<file path="src/rtl/lamp_pkg.sv">
// Shared constants for the lamp-bus decoder: lamp-state codes, record layout and FSM states.
package lamp_pkg;

  localparam logic [1:0] LAMP_DARK  = 2'b00;
  localparam logic [1:0] LAMP_ON    = 2'b01;
  localparam logic [1:0] LAMP_FLICK = 2'b10;

  // Record layout: {duration, state vector}, state vector in the low bits.
  localparam int unsigned RecStateLsb = 0;

  function automatic int unsigned rec_dur_lsb(input int unsigned nlamp);
    return 2 * nlamp;
  endfunction

  typedef enum logic {
    StInit,
    StTrack
  } lamp_fsm_e;

  function automatic logic [1:0] lamp_class(input logic seen0, input logic seen1);
    if (seen0 && seen1) return LAMP_FLICK;
    else if (seen1)     return LAMP_ON;
    else                return LAMP_DARK;
  endfunction

endpackage

</file>
<file path="src/rtl/lamp_fifo.sv">
// Synchronous record FIFO; a push into a full queue is accepted only alongside a pop.
module lamp_fifo #(
  parameter int unsigned Width = 8,
  parameter int unsigned Depth = 4
) (
  input  logic             clk_i,
  input  logic             reset_i,
  input  logic             push_i,
  input  logic [Width-1:0] data_i,
  input  logic             pop_i,
  output logic [Width-1:0] data_o,
  output logic             full_o,
  output logic             empty_o
);

  localparam int unsigned AddrW = (Depth > 1) ? $clog2(Depth) : 1;
  localparam int unsigned CntW  = $clog2(Depth + 1);

  logic [Width-1:0] mem_q [Depth];
  logic [AddrW-1:0] wr_ptr_q, wr_ptr_d, rd_ptr_q, rd_ptr_d;
  logic [CntW-1:0]  count_q, count_d;
  logic             do_push, do_pop;

  function automatic logic [AddrW-1:0] next_ptr(input logic [AddrW-1:0] ptr);
    return (ptr == AddrW'(Depth - 1)) ? '0 : ptr + 1'b1;
  endfunction

  assign full_o  = (count_q == CntW'(Depth));
  assign empty_o = (count_q == '0);
  assign do_pop  = pop_i && !empty_o;
  assign do_push = push_i && (!full_o || do_pop);
  // Empty head reads as zero so rec_data is clean after reset.
  assign data_o  = empty_o ? '0 : mem_q[rd_ptr_q];

  always_comb begin
    wr_ptr_d = wr_ptr_q;
    rd_ptr_d = rd_ptr_q;
    count_d  = count_q;
    if (do_push) wr_ptr_d = next_ptr(wr_ptr_q);
    if (do_pop)  rd_ptr_d = next_ptr(rd_ptr_q);
    case ({do_push, do_pop})
      2'b10:   count_d = count_q + 1'b1;
      2'b01:   count_d = count_q - 1'b1;
      default: count_d = count_q;
    endcase
  end

  always_ff @(posedge clk_i) begin
    if (reset_i) begin
      wr_ptr_q <= '0;
      rd_ptr_q <= '0;
      count_q  <= '0;
    end else begin
      wr_ptr_q <= wr_ptr_d;
      rd_ptr_q <= rd_ptr_d;
      count_q  <= count_d;
    end
  end

  always_ff @(posedge clk_i) begin
    if (do_push) mem_q[wr_ptr_q] <= data_i;
  end

endmodule

</file>
<file path="src/rtl/lamp_decoder.sv">
// Lamp-bus decoder: classifies each lamp per window, tracks phases and queues phase records.
module lamp_decoder
  import lamp_pkg::*;
#(
  parameter int unsigned NLAMP      = 10,
  parameter int unsigned TICK_DIV   = 32768,
  parameter int unsigned WIN_TICKS  = 512,
  parameter int unsigned DUR_W      = 8,
  parameter int unsigned FIFO_DEPTH = 4
) (
  input  logic                     clk,
  input  logic                     reset,
  input  logic [NLAMP-1:0]         db,
  output logic [2*NLAMP-1:0]       cur_state,
  output logic                     cur_valid,
  output logic                     rec_valid,
  input  logic                     rec_ready,
  output logic [2*NLAMP+DUR_W-1:0] rec_data,
  output logic [15:0]              phase_cnt,
  output logic                     overflow
);

  localparam int unsigned TickW  = (TICK_DIV > 1) ? $clog2(TICK_DIV) : 1;
  localparam int unsigned WinW   = (WIN_TICKS > 1) ? $clog2(WIN_TICKS) : 1;
  localparam int unsigned RecW   = 2 * NLAMP + DUR_W;
  localparam int unsigned DurLsb = rec_dur_lsb(NLAMP);

  logic [NLAMP-1:0]   db_meta_q, db_sync_q;
  logic [TickW-1:0]   tick_cnt_q, tick_cnt_d;
  logic [WinW-1:0]    win_cnt_q, win_cnt_d;
  logic [NLAMP-1:0]   seen0_q, seen0_d, seen1_q, seen1_d;
  logic [2*NLAMP-1:0] cur_state_q, cur_state_d, new_vec;
  logic               cur_valid_q, cur_valid_d;
  logic [DUR_W-1:0]   dur_q, dur_d;
  logic [15:0]        phase_cnt_q, phase_cnt_d;
  logic               overflow_q, overflow_d;
  lamp_fsm_e          state_q, state_d;
  logic               tick, win_end, load_first, changed, keep;
  logic               pop, fifo_full, fifo_empty;
  logic [RecW-1:0]    push_data;

  // Tick and window timing.
  assign tick    = (tick_cnt_q == TickW'(TICK_DIV - 1));
  assign win_end = tick && (win_cnt_q == WinW'(WIN_TICKS - 1));

  always_comb begin
    tick_cnt_d = tick ? '0 : tick_cnt_q + 1'b1;
    win_cnt_d  = win_cnt_q;
    if (tick) win_cnt_d = win_end ? '0 : win_cnt_q + 1'b1;
  end

  always_comb begin
    seen0_d = seen0_q;
    seen1_d = seen1_q;
    if (win_end) begin
      seen0_d = '0;
      seen1_d = '0;
    end else if (tick) begin
      seen0_d = seen0_q | ~db_sync_q;
      seen1_d = seen1_q | db_sync_q;
    end
  end

  // Window vector folds in the final tick's sample.
  always_comb begin
    new_vec = '0;
    for (int k = 0; k < NLAMP; k++) begin
      new_vec[2*k +: 2] = lamp_class(seen0_q[k] | ~db_sync_q[k], seen1_q[k] | db_sync_q[k]);
    end
  end

  // FSM: state register.
  always_ff @(posedge clk) begin
    if (reset) state_q <= StInit;
    else       state_q <= state_d;
  end

  // FSM: next state.
  always_comb begin
    state_d = state_q;
    unique case (state_q)
      StInit:  if (win_end) state_d = StTrack;
      StTrack: state_d = StTrack;
      default: state_d = StInit;
    endcase
  end

  // FSM: decoded actions.
  always_comb begin
    load_first = 1'b0;
    changed    = 1'b0;
    keep       = 1'b0;
    if (win_end) begin
      unique case (state_q)
        StInit:  load_first = 1'b1;
        StTrack: begin
          changed = (new_vec != cur_state_q);
          keep    = !changed;
        end
        default: ;
      endcase
    end
  end

  assign pop = rec_valid && rec_ready;

  always_comb begin
    cur_state_d = cur_state_q;
    cur_valid_d = cur_valid_q;
    dur_d       = dur_q;
    phase_cnt_d = phase_cnt_q;
    overflow_d  = overflow_q;
    if (load_first) begin
      cur_state_d = new_vec;
      cur_valid_d = 1'b1;
      dur_d       = DUR_W'(1);
    end else if (changed) begin
      cur_state_d = new_vec;
      dur_d       = DUR_W'(1);
      phase_cnt_d = phase_cnt_q + 16'd1;
      if (fifo_full && !pop) overflow_d = 1'b1;
    end else if (keep && (dur_q != '1)) begin
      dur_d = dur_q + 1'b1;
    end
  end

  always_comb begin
    push_data = '0;
    push_data[RecStateLsb +: 2*NLAMP] = cur_state_q;
    push_data[DurLsb +: DUR_W]        = dur_q;
  end

  always_ff @(posedge clk) begin
    if (reset) begin
      db_meta_q   <= '0;
      db_sync_q   <= '0;
      tick_cnt_q  <= '0;
      win_cnt_q   <= '0;
      seen0_q     <= '0;
      seen1_q     <= '0;
      cur_state_q <= '0;
      cur_valid_q <= 1'b0;
      dur_q       <= '0;
      phase_cnt_q <= '0;
      overflow_q  <= 1'b0;
    end else begin
      db_meta_q   <= db;
      db_sync_q   <= db_meta_q;
      tick_cnt_q  <= tick_cnt_d;
      win_cnt_q   <= win_cnt_d;
      seen0_q     <= seen0_d;
      seen1_q     <= seen1_d;
      cur_state_q <= cur_state_d;
      cur_valid_q <= cur_valid_d;
      dur_q       <= dur_d;
      phase_cnt_q <= phase_cnt_d;
      overflow_q  <= overflow_d;
    end
  end

  lamp_fifo #(
    .Width (RecW),
    .Depth (FIFO_DEPTH)
  ) u_fifo (
    .clk_i   (clk),
    .reset_i (reset),
    .push_i  (changed),
    .data_i  (push_data),
    .pop_i   (pop),
    .data_o  (rec_data),
    .full_o  (fifo_full),
    .empty_o (fifo_empty)
  );

  assign rec_valid = !fifo_empty;
  assign cur_state = cur_state_q;
  assign cur_valid = cur_valid_q;
  assign phase_cnt = phase_cnt_q;
  assign overflow  = overflow_q;

endmodule

</file>
<file path="config.mk">
export PLATFORM = sky130hd
export DESIGN_NAME = lamp_decoder
export DESIGN_NICKNAME = d
export VERILOG_FILES = /design/src/rtl/lamp_pkg.sv /design/src/rtl/lamp_fifo.sv /design/src/rtl/lamp_decoder.sv
export SDC_FILE = /design/constraint.sdc
export NUM_CORES = 1
export LEC_CHECK = 0
export CAP_MARGIN = 20
export CELL_PAD_IN_SITES_DETAIL_PLACEMENT = 0
export CELL_PAD_IN_SITES_GLOBAL_PLACEMENT = 2
export CORE_AREA = 2 2 149 151
export CTS_CLUSTER_DIAMETER = 30
export CTS_CLUSTER_SIZE = 30
export DETAILED_ROUTE_END_ITERATION = 8
export DIE_AREA = 0 0 151 153
export PLACE_DENSITY_LB_ADDON = 0.1
export SLEW_MARGIN = 20
export SYNTH_ARGS = -nofsm -noshare
export SYNTH_HDL_FRONTEND = slang
export SYNTH_SLANG_ARGS = --single-unit
</file>
<file path="constraint.sdc">
create_clock -name clk -period 4.8 [get_ports clk]
set_input_delay 0.96 -clock clk [delete_from_list [all_inputs] [get_ports clk]]
set_output_delay 0.96 -clock clk [all_outputs]
set_load 0.01 [all_outputs]
</file>
==> impl_metrics.py, run 1 <==
metrics = {
    "timing": {
        "finalMaxSlewViolations": 0,
        "period_share": 0.727,
        "finalCriticalPeriod_ns": 3.49,
        "slew-limit-headroom": 0.347,
        "hold_viol": 0,
        "worst_slew_pin_slew_ns": 0.979,
        "clock_skew_ns": 0.0243,
        "rsz0062_at_grt": "no",
        "fin_ws_ns": 1.31,
        "fmax_mhz": 286,
        "tns_ns": 0,
        "setup_viol": 0,
    },
    "grt": {
        "grt_pass1_vias": 5751,
        "grt_max_degree": 55,
        "grt_use_total": 0.164,
        "overflow": 0,
        "use_met2": 0.271,
        "grt_pass1_wl_um": 29800,
        "busiest_layer": "met2",
        "use_met3": 0.0373,
        "met1_usage": 0.215,
        "antenna_found_initial": 0,
    },
    "final_layout": {
        "syn_to_final_growth_pct": 29.1,
        "nets": 856,
        "multiInputGateArea_mm2": 0.00323,
        "nFillCells": 1838,
        "regArea_mm2": 0.00577,
        "insertedDiodeCount": 0,
        "layout_commonest_cell": "dfxtp_1",
        "final_cell_mix": "119 x dfxtp_1, 112 x edfxtp_1, 90 x nor2_1",
        "drive_above_1_share": 0.149,
    },
    "clock_tree": {
        "clk_path_buf_depth": 3,
        "cts_setup_buffers": 0,
        "cts_tree": "yes",
        "htree_levels": 2,
        "cts_inserted_buffers": 45,
        "cts_root_buf": "clkbuf_16",
        "cts_resized": 0,
        "clk_latency_ns": 0.52,
        "cts_hold_buf": 0,
        "clk_pin_slew_ns": 0.05,
        "cts.sinks": 232,
    },
    "power_and_ir_drop": {
        "ir_worst_vdd_mv": 0.241,
        "power.density_mw_per_mm2": 447,
        "p_clk_frac": 0.597,
        "power.leakage_nw": 4.31,
        "share_seq_of_total_power": 0.394,
        "share_comb_of_total_power": 0.010,
        "finalPower_mw": 5.28,
        "p_switching_mw": 0.999,
        "p_int_mw": 4.28,
        "switching_share": 0.189,
    },
    "setup_path": {
        "crit_path_start_kind": "flip-flop",
        "crit_path_end_kind": "primary output",
        "required_ns": 3.84,
        "worstPathArrival_ns": 2.53,
        "worstSetupPathType": "reg2out",
        "critical_path.max_fanout": 28,
    },
    "drt": {
        "wirelength_um": 18500,
        "wl_per_cell_um": 16.2,
        "ant_nets": 0,
        "remaining_drc_errors": 0,
        "vias": 5834,
        "drtIter0Drc": 306,
        "drt_first_pass_iters": 4,
        "avgViaCountPerCell": 5.10,
    },
    "floorplan": {
        "start_util": 0.426,
        "rows": 54,
        "io_pins": 80,
        "fp.dieW_um": 151,
        "die_h_um": 153,
        "coreArea_mm2": 0.0215,
        "dieArea_mm2": 0.0231,
    },
    "place": {
        "dp_hpwl_um": 11400,
        "gp_congestion": 0.707,
        "io_buffer_count": 79,
        "pre_cts_ws_ns": 1.12,
    },
    "run": {
        "cap_violations": 0,
    },
    "synth": {
        "seq_area_frac_synth": 0.630,
        "synth_fp_nets": 752,
        "synth.area.top_cells": "edfxtp_1 37%, dfxtp_1 26%, mux4_2 6.9%",
        "synth_edf_count": 112,
        "synth_ff_type": "dfxtp_1",
        "syn_area_per_cell_um2": 12.6,
        "synth_area_leader_cell": "edfxtp_1",
        "syn_area_mm2": 0.00916,
        "async_flop_share": 0,
        "synth_cells": 727,
        "ys_ff_latch": 232,
        "synth_cell_types": 41,
        "synth_warnings": 0,
        "yosysTopAreaCellShare": 0.367,
    },
    "outcome": {
        "status": "completed",
    },
    "min_path": {
        "hold_path_class": "reg2reg",
    },
}
-- cell families after synthesis --
family	share of synthesized area
buf+inv	0.0190
mux	0.0976
xor+xnor	0.0392
simple gates	0.151
fa+ha+maj	0.0172
flops	0.630
compound gates	0.0462
-- sequential cells by signal (all words and copies together) (netlist names), named ones only --
register,count
cur_state,20
cur_valid,1
db_meta_q,10
db_sync_q,10
dur_q,8
overflow,1
phase_cnt,16
seen0_q,10
seen1_q,10
state_q,1
tick_cnt_q,15
u_fifo.count_q,3
u_fifo.mem_q,112
u_fifo.rd_ptr_q,2
u_fifo.wr_ptr_q,2
win_cnt_q,9
-- path summary, 6_finish.rpt --
| kind | from | end | slack, ns | cells after the start |
|---|---|---|---|---|
| setup / recovery | flip-flop | rec_data[1] | 1.31 | 3 |
| hold / removal | db_meta_q[2] | db_sync_q[2] | 0.43 | 1 |
| setup reg to reg | db_sync_q[9] | u_fifo.count_q[2] | 1.31 | 14 |
| hold reg to reg | db_meta_q[2] | db_sync_q[2] | 0.43 | 1 |
-- synthesized netlist by cell type, types with 9 or more instances --
cell and n:
a21oi_1 47, and2_1 32, clkbuf_1 26, dfxtp_1 120, edfxtp_1 112, ha_1 11, inv_1 13, mux2i_1 24
mux4_2 28, nand2_1 27, nand3_1 15, nand4_1 9, nor2_1 90, nor2b_1 33, o21ai_0 15, or2_2 10
or3_1 15, xnor2_1 13, xor2_1 28
-- routing by layer --
layer	up-vias	routed length, um	part of all wire
li1	2820	-	-
met1	2843	8210	0.44
met2	144	8860	0.48
met3	27	1090	0.059
met4	0	319	0.017
met5	-	0	0
-- worst max-delay path, stage by stage (launching register included) --
cell             delay [ns]
dfxtp_4                0.72
mux4_2                 0.58
and2_1                 0.19
clkdlybuf4s50_1        0.49
-- area by class of cell --
class | instances | area share
flip-flops and latches | 232 | 0.488
clock inverters | 23 | 0.0272
repair buffers | 88 | 0.0722
well taps | 280 | 0.0296
multi-input cells | 451 | 0.274
inverters | 13 | 0.00413
clock buffers | 56 | 0.105
-- power groups by stage --
stage	clock (mW)	sequential [mW]	combinational (mW)
after global routing	3.31	2.08	0.0560
after floorplan	0	2.11	0.0317
after detailed placement	0	2.11	0.0514
after global placement	0	2.11	0.0506
final	3.15	2.08	0.0506
after CTS	3.21	2.08	0.0515
-- metrics by stage --
stage,utilization,std cells,hold slack [ns],cell area (um2)
3_5_place_dp,0.477,1064,0.427,10300
2_1_floorplan,-,727,0.414,9160
4_1_cts,0.550,1143,0.437,11800
5_1_grt,0.550,1143,0.451,11800
3_3_place_gp,0.477,1064,0.421,10300
6_report,0.550,1143,0.431,11800
(Power assumes the default switching activity.)
==> run 2: changes to the inputs <==
CORE_AREA = 2 2 163 165   (was 2 2 149 151)
DIE_AREA = 0 0 165 167   (was 0 0 151 153)
clock period = 3.1 ns   (was 4.8 ns; I/O delays follow)
==> impl_metrics.py, run 2 (synthesis results as in run 1) <==
metrics = {
    "setup_path": {
        "reg2reg_depth": 14,
        "critical_path.max_fanout": 4,
        "worstPathArrival_ns": 3.42,
        "slowest_stage": "fa_1",
        "r2r-start": "db_sync_q[6]",
        "reg2reg_to": "u_fifo.count_q[2]",
        "reg2reg_slack_ns": 0.15,
        "worstSetupPathType": "reg2reg",
        "crit_family": "simple AND/OR/NAND/NOR gates",
        "crit_path_start_kind": "flip-flop",
        "crit_buf_inv": 3,
        "path_common_cell": "inv_1",
        "crit_chain": "mux2i_2 > xnor2_1 > nor4_2 > buf_4 > nand4_1 > o21ai_2 > nor2b_1 > inv_1 > ha_2 > inv_1 > fa_1 > xor2_1 > or3_1 > a21oi_2",
        "crit_path_end_kind": "flip-flop",
        "required_ns": 3.56,
        "slowest_delay_ns": 0.37,
    },
    "place": {
        "placed_area_mm2": 0.0106,
        "io_buffer_count": 79,
        "gp_congestion": 0.732,
        "dp_hpwl_um": 12500,
    },
    "timing": {
        "finalMaxSlewViolations": 0,
        "hold_viol": 0,
        "period_share": 0.953,
        "finalCriticalPeriod_ns": 2.95,
        "rsz0062_at_grt": "yes",
        "worst_slew_pin_slew_ns": 0.813,
        "clock_skew_ns": 0.0296,
        "setup_viol": 0,
        "slew-limit-headroom": 0.455,
        "fmax_mhz": 339,
    },
    "drt": {
        "wl_per_cell_um": 15.8,
        "remaining_drc_errors": 0,
        "drtIter0Drc": 242,
        "ant_nets": 0,
        "wirelength_um": 19800,
        "vias": 5967,
        "avgViaCountPerCell": 4.77,
        "drt_first_pass_iters": 4,
    },
    "clock_tree": {
        "htree_levels": 2,
        "cts_inserted_buffers": 52,
        "cts_root_buf": "clkbuf_16",
        "clk_pin_slew_ns": 0.04,
        "cts_tree": "yes",
        "clk_path_buf_depth": 3,
        "cts.sinks": 232,
        "clk_latency_ns": 0.54,
    },
    "final_layout": {
        "regArea_mm2": 0.00578,
        "multiInputGateArea_mm2": 0.00327,
        "drive_above_1_share": 0.213,
        "insertedDiodeCount": 0,
        "nFillCells": 2334,
        "nets": 897,
        "top_register": "u_fifo.mem_q",
        "largest_register_ffs": 112,
        "final_cell_mix": "115 x dfxtp_1, 112 x edfxtp_1, 90 x nor2_1",
        "fin_area_mm2": 0.0125,
        "syn_to_final_growth_pct": 36.0,
        "layout_commonest_cell": "dfxtp_1",
    },
    "floorplan": {
        "coreArea_mm2": 0.0258,
        "die_h_um": 167,
        "fp.dieW_um": 165,
        "rows": 59,
        "io_pins": 80,
        "start_util": 0.355,
        "dieArea_mm2": 0.0276,
    },
    "min_path": {
        "min_to": "db_sync_q[7]",
        "hold_start": "db_meta_q[7]",
        "hold_path_class": "reg2reg",
        "min_path_cells": 1,
    },
    "power_and_ir_drop": {
        "finalPower_mw": 8.69,
        "share_comb_of_total_power": 0.010,
        "power.density_mw_per_mm2": 698,
        "p_int_mw": 6.94,
        "power.leakage_nw": 4.63,
        "ir_worst_vdd_mv": 0.433,
        "p_clk_frac": 0.620,
        "share_seq_of_total_power": 0.370,
        "p_switching_mw": 1.75,
        "switching_share": 0.202,
    },
    "grt": {
        "grt_max_degree": 30,
        "antenna_found_initial": 0,
        "overflow": 0,
        "grt_use_total": 0.146,
        "grt_pass1_wl_um": 31600,
        "grt_pass1_vias": 6153,
    },
    "run": {
        "cap_violations": 0,
    },
    "outcome": {
        "status": "completed",
    },
}
run 2: worst max path at each step:
stage | cells after the start | to | from
after global routing | 14 | u_fifo.count_q[2] | db_sync_q[6]
after CTS | 4 | rec_data[5] | flip-flop
after floorplan | 8 | u_fifo.mem_q[3][0] | tick_cnt_q[0]
after global placement | 10 | u_fifo.count_q[2] | rec_ready
after detailed placement | 10 | u_fifo.count_q[2] | rec_ready
final | 14 | u_fifo.count_q[2] | db_sync_q[6]
run 2: metal layers:
layer / wire length [um] / track usage / up-vias
li1: - / - / 2909
met1: 9200 / 0.191 / 2870
met2: 9140 / 0.234 / 154
met3: 1050 / 0.0396 / 34
met4: 416 / 0.0503 / 0
met5: 0 / 0 / -
run 2: power by group through the flow:
stage	Combinational [mW]	Sequential [mW]	Clock, mW
6_report	0.0874	3.22	5.39
5_1_grt	0.0977	3.22	5.68
4_1_cts	0.0894	3.22	5.50
3_5_place_dp	0.0887	3.27	0
3_3_place_gp	0.0876	3.27	0
2_1_floorplan	0.0491	3.27	0
run 2: worst register-to-register path, cell delays in order, from the launching register on:
cell and delay (ns):
dfxtp_4 0.35, mux2i_2 0.24, xnor2_1 0.13, nor4_2 0.30, buf_4 0.16, nand4_1 0.13
o21ai_2 0.22, nor2b_1 0.09, inv_1 0.06, ha_2 0.17, inv_1 0.05, fa_1 0.37
xor2_1 0.16, or3_1 0.34, a21oi_2 0.14
run 2: timing repair:
action                     CTS  global route
setup endpoints to repair    1            25
pin swaps                    0             4
buffers inserted             0             1
gates resized for setup      2            13
hold buffers                 0             0
cloned                       0             1
hold endpoints to repair     0             0
run 2: through the flow:
step / setup TNS, ns / hold slack [ns] / worst slack [ns] / utilization / cells
after floorplan: 0 / 0.414 / 0.119 / - / 727
after global placement: 0 / 0.437 / 0.00176 / 0.411 / 1151
after detailed placement: -0.131 / 0.435 / -0.131 / 0.411 / 1151
after CTS: 0 / 0.445 / 0.0175 / 0.481 / 1248
after global routing: -0.0504 / 0.451 / -0.0504 / 0.484 / 1250
final: 0 / 0.439 / 0.146 / 0.484 / 1250
run 2: final cells by class:
class | count | share of cell area
flip-flops and latches | 232 | 0.464
multi-input cells | 451 | 0.263
clock buffers | 65 | 0.118
repair buffers | 122 | 0.0924
well taps | 335 | 0.0336
clock inverters | 32 | 0.0254
inverters | 13 | 0.00392
